File: src/rtl/mmio_in_ports_pkg.sv
// Shared MMIO map for the input-port window.
// The processor decode and the bench use the same register offsets and STATUS fields.
package mmio_in_ports_pkg;

    // Word offsets from BASE_ADDR.
    localparam int unsigned DATA_OFS   = 0;   // DATA_k at DATA_OFS + k
    localparam int unsigned STATUS_OFS = 8;

    // STATUS bit-field positions.
    localparam int unsigned FULL_LSB = 0;
    localparam int unsigned ERR_LSB  = 8;

endpackage : mmio_in_ports_pkg

File: src/rtl/mmio_in_ports_slot.sv
// One-entry holding slot for a single input channel.
//   clk, reset : clock, asynchronous active-high reset
//   push       : capture push_data and mark the slot full (only issued while empty)
//   pop        : mark the slot empty (only issued while full)
//   push_data  : word offered by the producer
//   full       : slot holds an unread word
//   data       : held word
module in_port_slot #(
    parameter int unsigned WIDTH = 32
) (
    input  logic             clk,
    input  logic             reset,
    input  logic             push,
    input  logic             pop,
    input  logic [WIDTH-1:0] push_data,
    output logic             full,
    output logic [WIDTH-1:0] data
);

    // Push and pop are mutually exclusive: push needs ~full, pop needs full.
    always_ff @(posedge clk or posedge reset) begin
        if (reset) begin
            full <= 1'b0;
            data <= '0;
        end else if (push) begin
            full <= 1'b1;
            data <= push_data;
        end else if (pop) begin
            full <= 1'b0;
        end
    end

endmodule : in_port_slot

File: src/rtl/mmio_in_ports.sv
// Memory-mapped input-port responder: NUM_CH producers push words into
// one-entry slots; the core reads them back through a load window.
//   clk, reset : clock, asynchronous active-high reset
//   halt       : pipeline stall, freezes read side effects and rd_data/rd_hit
//   in_valid   : per-channel offer,   in_data : slice k = [k*WIDTH +: WIDTH]
//   in_ready   : per-channel slot empty (combinational from slot state)
//   rd_en/rd_addr -> rd_data/rd_hit : registered load response, 1-cycle latency
//   wr_en/wr_addr/wr_data : store port, W1C of STATUS error flags
module mmio_in_ports
    import mmio_in_ports_pkg::*;
#(
    parameter int unsigned     WIDTH     = 32,
    parameter int unsigned     NUM_CH    = 4,
    parameter logic [WIDTH-1:0] BASE_ADDR = WIDTH'(32'h4000_0010)
) (
    input  logic                    clk,
    input  logic                    reset,
    input  logic                    halt,
    input  logic [NUM_CH-1:0]       in_valid,
    input  logic [NUM_CH*WIDTH-1:0] in_data,
    output logic [NUM_CH-1:0]       in_ready,
    input  logic                    rd_en,
    input  logic [WIDTH-1:0]        rd_addr,
    output logic [WIDTH-1:0]        rd_data,
    output logic                    rd_hit,
    input  logic                    wr_en,
    input  logic [WIDTH-1:0]        wr_addr,
    input  logic [WIDTH-1:0]        wr_data
);

    logic [NUM_CH-1:0] full;
    logic [NUM_CH-1:0] push;
    logic [NUM_CH-1:0] pop;
    logic [NUM_CH-1:0] data_sel;
    logic [NUM_CH-1:0] err;
    logic [NUM_CH-1:0] err_set;
    logic [NUM_CH-1:0] err_clr;
    logic [NUM_CH-1:0] err_nxt;
    logic [WIDTH-1:0]  slot_data [NUM_CH];
    logic [WIDTH-1:0]  rd_off;
    logic [WIDTH-1:0]  wr_off;
    logic [WIDTH-1:0]  status_word;
    logic [WIDTH-1:0]  rd_data_nxt;
    logic              rd_hit_nxt;
    logic              rd_accept;
    logic              status_sel;
    logic              wr_status;
    logic              unused_wr_bits;

    // Offsets from BASE_ADDR; equality on the full word gives an exact-address decode.
    assign rd_off = rd_addr - BASE_ADDR;
    assign wr_off = wr_addr - BASE_ADDR;

    assign in_ready = ~full;
    assign push     = in_valid & ~full;

    // Only the error-clear field of a store is meaningful.
    assign unused_wr_bits = ^{wr_data[WIDTH-1:ERR_LSB+NUM_CH], wr_data[ERR_LSB-1:0]};

    // Slot array.
    for (genvar k = 0; k < NUM_CH; k++) begin : g_slot
        in_port_slot #(.WIDTH(WIDTH)) u_slot (
            .clk       (clk),
            .reset     (reset),
            .push      (push[k]),
            .pop       (pop[k]),
            .push_data (in_data[k*WIDTH +: WIDTH]),
            .full      (full[k]),
            .data      (slot_data[k])
        );
    end

    // Address decode, pop/error side effects and W1C.
    always_comb begin
        data_sel = '0;
        for (int unsigned k = 0; k < NUM_CH; k++) begin
            data_sel[k] = (rd_off == WIDTH'(DATA_OFS + k));
        end
        status_sel = (rd_off == WIDTH'(STATUS_OFS));
        wr_status  = wr_en && (wr_off == WIDTH'(STATUS_OFS));
        rd_accept  = rd_en && !halt;

        pop     = {NUM_CH{rd_accept}} & data_sel & full;
        err_set = {NUM_CH{rd_accept}} & data_sel & ~full;
        err_clr = {NUM_CH{wr_status}} & wr_data[ERR_LSB +: NUM_CH];
        // A set in the same cycle as a clear wins.
        err_nxt = (err & ~err_clr) | err_set;

        status_word                     = '0;
        status_word[FULL_LSB +: NUM_CH] = full;
        status_word[ERR_LSB +: NUM_CH]  = err;
    end

    // Read response mux; halt freezes, idle drops rd_hit but keeps rd_data.
    always_comb begin
        rd_data_nxt = rd_data;
        rd_hit_nxt  = rd_hit;
        if (!halt) begin
            if (!rd_en) begin
                rd_hit_nxt = 1'b0;
            end else begin
                rd_data_nxt = '0;
                rd_hit_nxt  = 1'b0;
                if (status_sel) begin
                    rd_data_nxt = status_word;
                    rd_hit_nxt  = 1'b1;
                end
                for (int unsigned k = 0; k < NUM_CH; k++) begin
                    if (data_sel[k]) begin
                        rd_hit_nxt = 1'b1;
                        if (full[k]) begin
                            rd_data_nxt = slot_data[k];
                        end
                    end
                end
            end
        end
    end

    // Response and error-flag registers.
    always_ff @(posedge clk or posedge reset) begin
        if (reset) begin
            rd_data <= '0;
            rd_hit  <= 1'b0;
            err     <= '0;
        end else begin
            rd_data <= rd_data_nxt;
            rd_hit  <= rd_hit_nxt;
            err     <= err_nxt;
        end
    end

endmodule : mmio_in_ports
File: config.mk
export PLATFORM = sky130hd
export DESIGN_NAME = mmio_in_ports
export DESIGN_NICKNAME = d
export VERILOG_FILES = /design/src/rtl/mmio_in_ports_pkg.sv /design/src/rtl/mmio_in_ports_slot.sv /design/src/rtl/mmio_in_ports.sv
export SDC_FILE = /design/constraint.sdc
export NUM_CORES = 1
export LEC_CHECK = 0
export CAP_MARGIN = 15
export CORE_MARGIN = 3
export CORE_UTILIZATION = 31
export DETAILED_ROUTE_END_ITERATION = 8
export PLACE_DENSITY_LB_ADDON = 0.25
export SLEW_MARGIN = 5
export SYNTH_ARGS = -nofsm -noshare
export SYNTH_HDL_FRONTEND = slang
export SYNTH_HIERARCHICAL = 1
export SYNTH_SLANG_ARGS = --single-unit
export TNS_END_PERCENT = 20
File: constraint.sdc
create_clock -name clk -period 2.5 [get_ports clk]
set_input_delay 0.625 -clock clk [delete_from_list [all_inputs] [get_ports clk]]
set_output_delay 0.625 -clock clk [all_outputs]
set_load 0.05 [all_outputs]
==> flow_metrics.env <==
export IMPL_status="finished, violations left"
export IMPL_violated_checks="negative setup slack"
export IMPL_crit_fanout=6
export IMPL_synthesis_nets=852
export IMPL_synth_cell_types=50
export IMPL_cts_root_buf="sky130_fd_sc_hd__clkbuf_16"
export IMPL_synth_top_cell_area_share=0.496
export IMPL_avgViaCountPerCell=5.08
export IMPL_pwr_share_seq=0.468
export IMPL_grt_setup_unrepaired="true"
export IMPL_htree_num_levels=4
export IMPL_p_leak_nw=5.58
export IMPL_worst_clock_skew_ns=0.0104
export IMPL_area_leader_netlist="sky130_fd_sc_hd__dfrtp_1"
export IMPL_worst_endpoint_arrival_ns=3.05
export IMPL_grt_max_degree=34
export IMPL_number_of_antenna_violations_at_the_first_check_in_global_routing=0
export IMPL_floorplan_io_pins=270
export IMPL_setup_viol=37
export IMPL_numPortBuffers=241
export IMPL_initial_utilization=0.316
export IMPL_ir_worst_vdd_mv=0.480
export IMPL_synth_yosys_warnings=6
export IMPL_pre_cts_slack_ns=-1.07
export IMPL_finalNetCount=1181
export IMPL_fp_dieH_um=172
export IMPL_power_internal_mw=6.64
export IMPL_worst_setup_path_end_kind="flip-flop"
export IMPL_clock_latency_ns=0.43
export IMPL_post_route_cells_drive_above_1_share=0.434
export IMPL_final_fill_count=2362
export IMPL_core_area_um2=27000
export IMPL_synth_area_um2=8530
export IMPL_finalPower_mw=9.27
export IMPL_die_w_um=172
export IMPL_holdCritPathClass="reg -> reg"
export IMPL_worstMarginPinSlew_ns=0.672
export IMPL_combinationalPowerShare=0.223
export IMPL_worst_setup_hold_path_clk_slew_ns=0.07
export IMPL_power_per_cell_area_nw_per_um2=685
export IMPL_syn_inst=619
export IMPL_power_switching_share=0.283
export IMPL_detailed_place_area_um2=11800
export IMPL_routed_wirelength_um=28400
export IMPL_post_route_period_util=1.10
export IMPL_tritoncts="done"
export IMPL_postSynth_asyncResetShare=1.00
export IMPL_route_detailed_wl_per_inst_um=21.8
export IMPL_standard_cell_row_count=60
export IMPL_minimum_clock_period_after_layout_ns=2.75
export IMPL_overflow=0
export IMPL_number_of_global_route_vias_before_repair=6877
export IMPL_setup_ws_ns=-0.246
export IMPL_synth_main_ff_cell="sky130_fd_sc_hd__dfrtp_1"
export IMPL_dp_final_hpwl_um=20200
export IMPL_synth_seq_area_share=0.496
export IMPL_antenna_violating_nets_post_route=0
export IMPL_kind_of_start_point_of_the_critical_path="primary input"
export IMPL_layout_cell_area_non_filler_um2=13500
export IMPL_timing_setup_critical_path_class="in -> reg"
export IMPL_synth_seq_cells=169
export IMPL_timing_setup_tns_ns=-5.82
export IMPL_max_slew_margin=0.549
export IMPL_power_share_clock=0.309
export IMPL_worst_endpoint_required_ns=2.80
export IMPL_hold_viol=0
export IMPL_grt_usage=0.187
export IMPL_max_cap_viol_count=0
export IMPL_total_cts_buffers=17
export IMPL_maxSlewViolCount=0
export IMPL_number_of_buffers_between_clock_root_and_the_deepest_sink=2
export IMPL_syn_avg_cell_area_um2=13.8
export IMPL_grt_pass1_wl_um=41800
export IMPL_die_area_um2=29600
export IMPL_achievable_frequency_mhz=364
export IMPL_globalplace_congestion=0.842
export IMPL_dr_total_vias=6608
export IMPL_numClockSinks=169
export IMPL_insertedDiodeCount=0
export IMPL_drc=0
export IMPL_area_delta_synth_final_pct=58.4
export IMPL_switching_power_mw=2.62
export IMPL_synth_enable_flop_cells=0
export IMPL_netlist_top_cells_area="sky130_fd_sc_hd__dfrtp_1 50%, sky130_fd_sc_hd__mux2_4 20%, sky130_fd_sc_hd__buf_12 2.8%"
export IMPL_drt_pre_antenna_iters=5
export IMPL_detailedRoute_firstIterationViolations=352
==> cells by family after synthesis <==
| group | Yosys count | synth area share |
|---|---|---|
| simple gates | 125 | 0.0969 |
| xor+xnor | 2 | 0.00205 |
| mux | 128 | 0.220 |
| buf+inv | 67 | 0.0628 |
| flops | 169 | 0.496 |
| compound gates | 128 | 0.123 |
==> power groups by stage <==
stage | clock network, mW | logic (mW) | registers, mW
after detailed placement | 0 | 2.02 | 4.18
after global placement | 0 | 1.98 | 4.19
final | 2.86 | 2.07 | 4.33
after floorplan | 0 | 1.40 | 3.98
after CTS | 2.93 | 2.06 | 4.21
after global routing | 3.04 | 2.20 | 4.44
==> per-stage QoR <==
step / utilization / instances / hold slack, ns
global route: 0.500 / 1302 / 0.515
global placement: 0.436 / 1241 / 0.463
floorplan: - / 619 / 0.470
finish: 0.500 / 1302 / 0.484
CTS: 0.483 / 1297 / 0.481
detailed placement: 0.436 / 1241 / 0.466
==> synthesized netlist by cell type, types with 6 or more instances <==
cell / count
sky130_fd_sc_hd__buf_6: 9
sky130_fd_sc_hd__nor2_1: 38
sky130_fd_sc_hd__nor3_1: 14
sky130_fd_sc_hd__o32ai_1: 8
sky130_fd_sc_hd__a32oi_1: 25
sky130_fd_sc_hd__nand2_1: 8
sky130_fd_sc_hd__nor2b_1: 7
sky130_fd_sc_hd__a32o_1: 8
sky130_fd_sc_hd__mux2_4: 116
sky130_fd_sc_hd__dfrtp_1: 169
sky130_fd_sc_hd__nand3_1: 6
sky130_fd_sc_hd__nand4_1: 7
sky130_fd_sc_hd__o31ai_1: 26
sky130_fd_sc_hd__nor4_4: 7
sky130_fd_sc_hd__a221oi_1: 24
sky130_fd_sc_hd__nor3_2: 8
sky130_fd_sc_hd__buf_2: 8
sky130_fd_sc_hd__inv_1: 23
sky130_fd_sc_hd__o21ai_0: 7
sky130_fd_sc_hd__nor4_1: 9
sky130_fd_sc_hd__clkbuf_1: 10
sky130_fd_sc_hd__buf_12: 12
sky130_fd_sc_hd__a211oi_1: 7
sky130_fd_sc_hd__a22o_1: 7
sky130_fd_sc_hd__mux2_2: 12
==> repair_timing <==
action                                  CTS  global route
hold buffers                              0             0
pin swaps                                29            32
cloned                                    6             1
endpoints found under the setup margin   42            39
resized for setup                       151           105
setup buffers                            19            12
==> cell usage in the layout, fill, tap and decap left out, types with 4 or more instances in the layout <==
| master | count |
|---|---|
| sky130_fd_sc_hd__a211oi_1 | 4 |
| sky130_fd_sc_hd__a21o_1 | 4 |
| sky130_fd_sc_hd__a221oi_2 | 14 |
| sky130_fd_sc_hd__a221oi_4 | 9 |
| sky130_fd_sc_hd__a22o_1 | 7 |
| sky130_fd_sc_hd__a32o_1 | 7 |
| sky130_fd_sc_hd__a32oi_1 | 23 |
| sky130_fd_sc_hd__buf_12 | 20 |
| sky130_fd_sc_hd__buf_2 | 10 |
| sky130_fd_sc_hd__buf_4 | 75 |
| sky130_fd_sc_hd__buf_6 | 17 |
| sky130_fd_sc_hd__clkbuf_16 | 18 |
| sky130_fd_sc_hd__clkbuf_2 | 5 |
| sky130_fd_sc_hd__clkdlybuf4s50_1 | 213 |
| sky130_fd_sc_hd__dfrtp_1 | 169 |
| sky130_fd_sc_hd__dlygate4sd2_1 | 6 |
| sky130_fd_sc_hd__inv_1 | 21 |
| sky130_fd_sc_hd__inv_8 | 5 |
| sky130_fd_sc_hd__mux2_2 | 12 |
| sky130_fd_sc_hd__mux2_4 | 116 |
| sky130_fd_sc_hd__nand2_1 | 8 |
| sky130_fd_sc_hd__nand4_1 | 7 |
| sky130_fd_sc_hd__nor2_1 | 12 |
| sky130_fd_sc_hd__nor2_2 | 10 |
| sky130_fd_sc_hd__nor2_4 | 17 |
| sky130_fd_sc_hd__nor2b_4 | 4 |
| sky130_fd_sc_hd__nor3_1 | 11 |
| sky130_fd_sc_hd__nor3_2 | 5 |
| sky130_fd_sc_hd__nor3_4 | 6 |
| sky130_fd_sc_hd__nor4_1 | 6 |
| sky130_fd_sc_hd__nor4_4 | 11 |
| sky130_fd_sc_hd__o21ai_0 | 5 |
| sky130_fd_sc_hd__o31ai_1 | 10 |
| sky130_fd_sc_hd__o31ai_2 | 14 |
| sky130_fd_sc_hd__o32ai_2 | 7 |
==> flip-flops by register name, summed over array words and instances (netlist names) <==
signal / cells
rd_hit: 1
err: 4
g_slot.u_slot/full: 4
g_slot.u_slot/data: 128
rd_data: 32
==> critical path, cell delays in order <==
cell,delay (ns)
sky130_fd_sc_hd__clkdlybuf4s15_2,0.20
sky130_fd_sc_hd__nor4_2,0.24
sky130_fd_sc_hd__nand4_1,0.20
sky130_fd_sc_hd__buf_4,0.19
sky130_fd_sc_hd__nor4_4,0.12
sky130_fd_sc_hd__o211ai_1,0.14
sky130_fd_sc_hd__buf_4,0.18
sky130_fd_sc_hd__buf_6,0.11
sky130_fd_sc_hd__or4_4,0.60
sky130_fd_sc_hd__buf_12,0.20
sky130_fd_sc_hd__nor3_4,0.18
sky130_fd_sc_hd__nor3_2,0.05
==> routing by layer <==
metal,global-route usage,share of wire,up-vias
li1,-,-,3051
met2,0.298,0.48,169
met4,0.0507,0.018,0
met5,0,0,-
met3,0.0313,0.043,31
met1,0.265,0.46,3357
==> area by class of cell <==
class,instances,area [um^2],area share
tap,341,427,0.0316
timing repair buffer,354,3560,0.264
multi-input combinational,383,4580,0.339
clock buffer,17,425,0.0315
clock inverter,15,208,0.0154
inverter,23,86.3,0.00639
sequential,169,4230,0.313
==> final timing paths <==
path | slack, ns | cells past startpoint | end | start
setup / recovery | -0.25 | 12 | rd_data[8] | rd_addr[29]
hold reg to reg | 0.48 | 2 | rd_hit | rd_hit
setup reg to reg | 0.40 | 8 | rd_data[4] | g_slot[3].u_slot/full
max in group asynchronous | 1.26 | 3 | g_slot[2].u_slot/data[19] | reset
min in group asynchronous | 0.73 | 2 | err[2] | reset
hold / removal | 0.48 | 2 | rd_hit | rd_hit
Power figures use the tool's default switching activity.
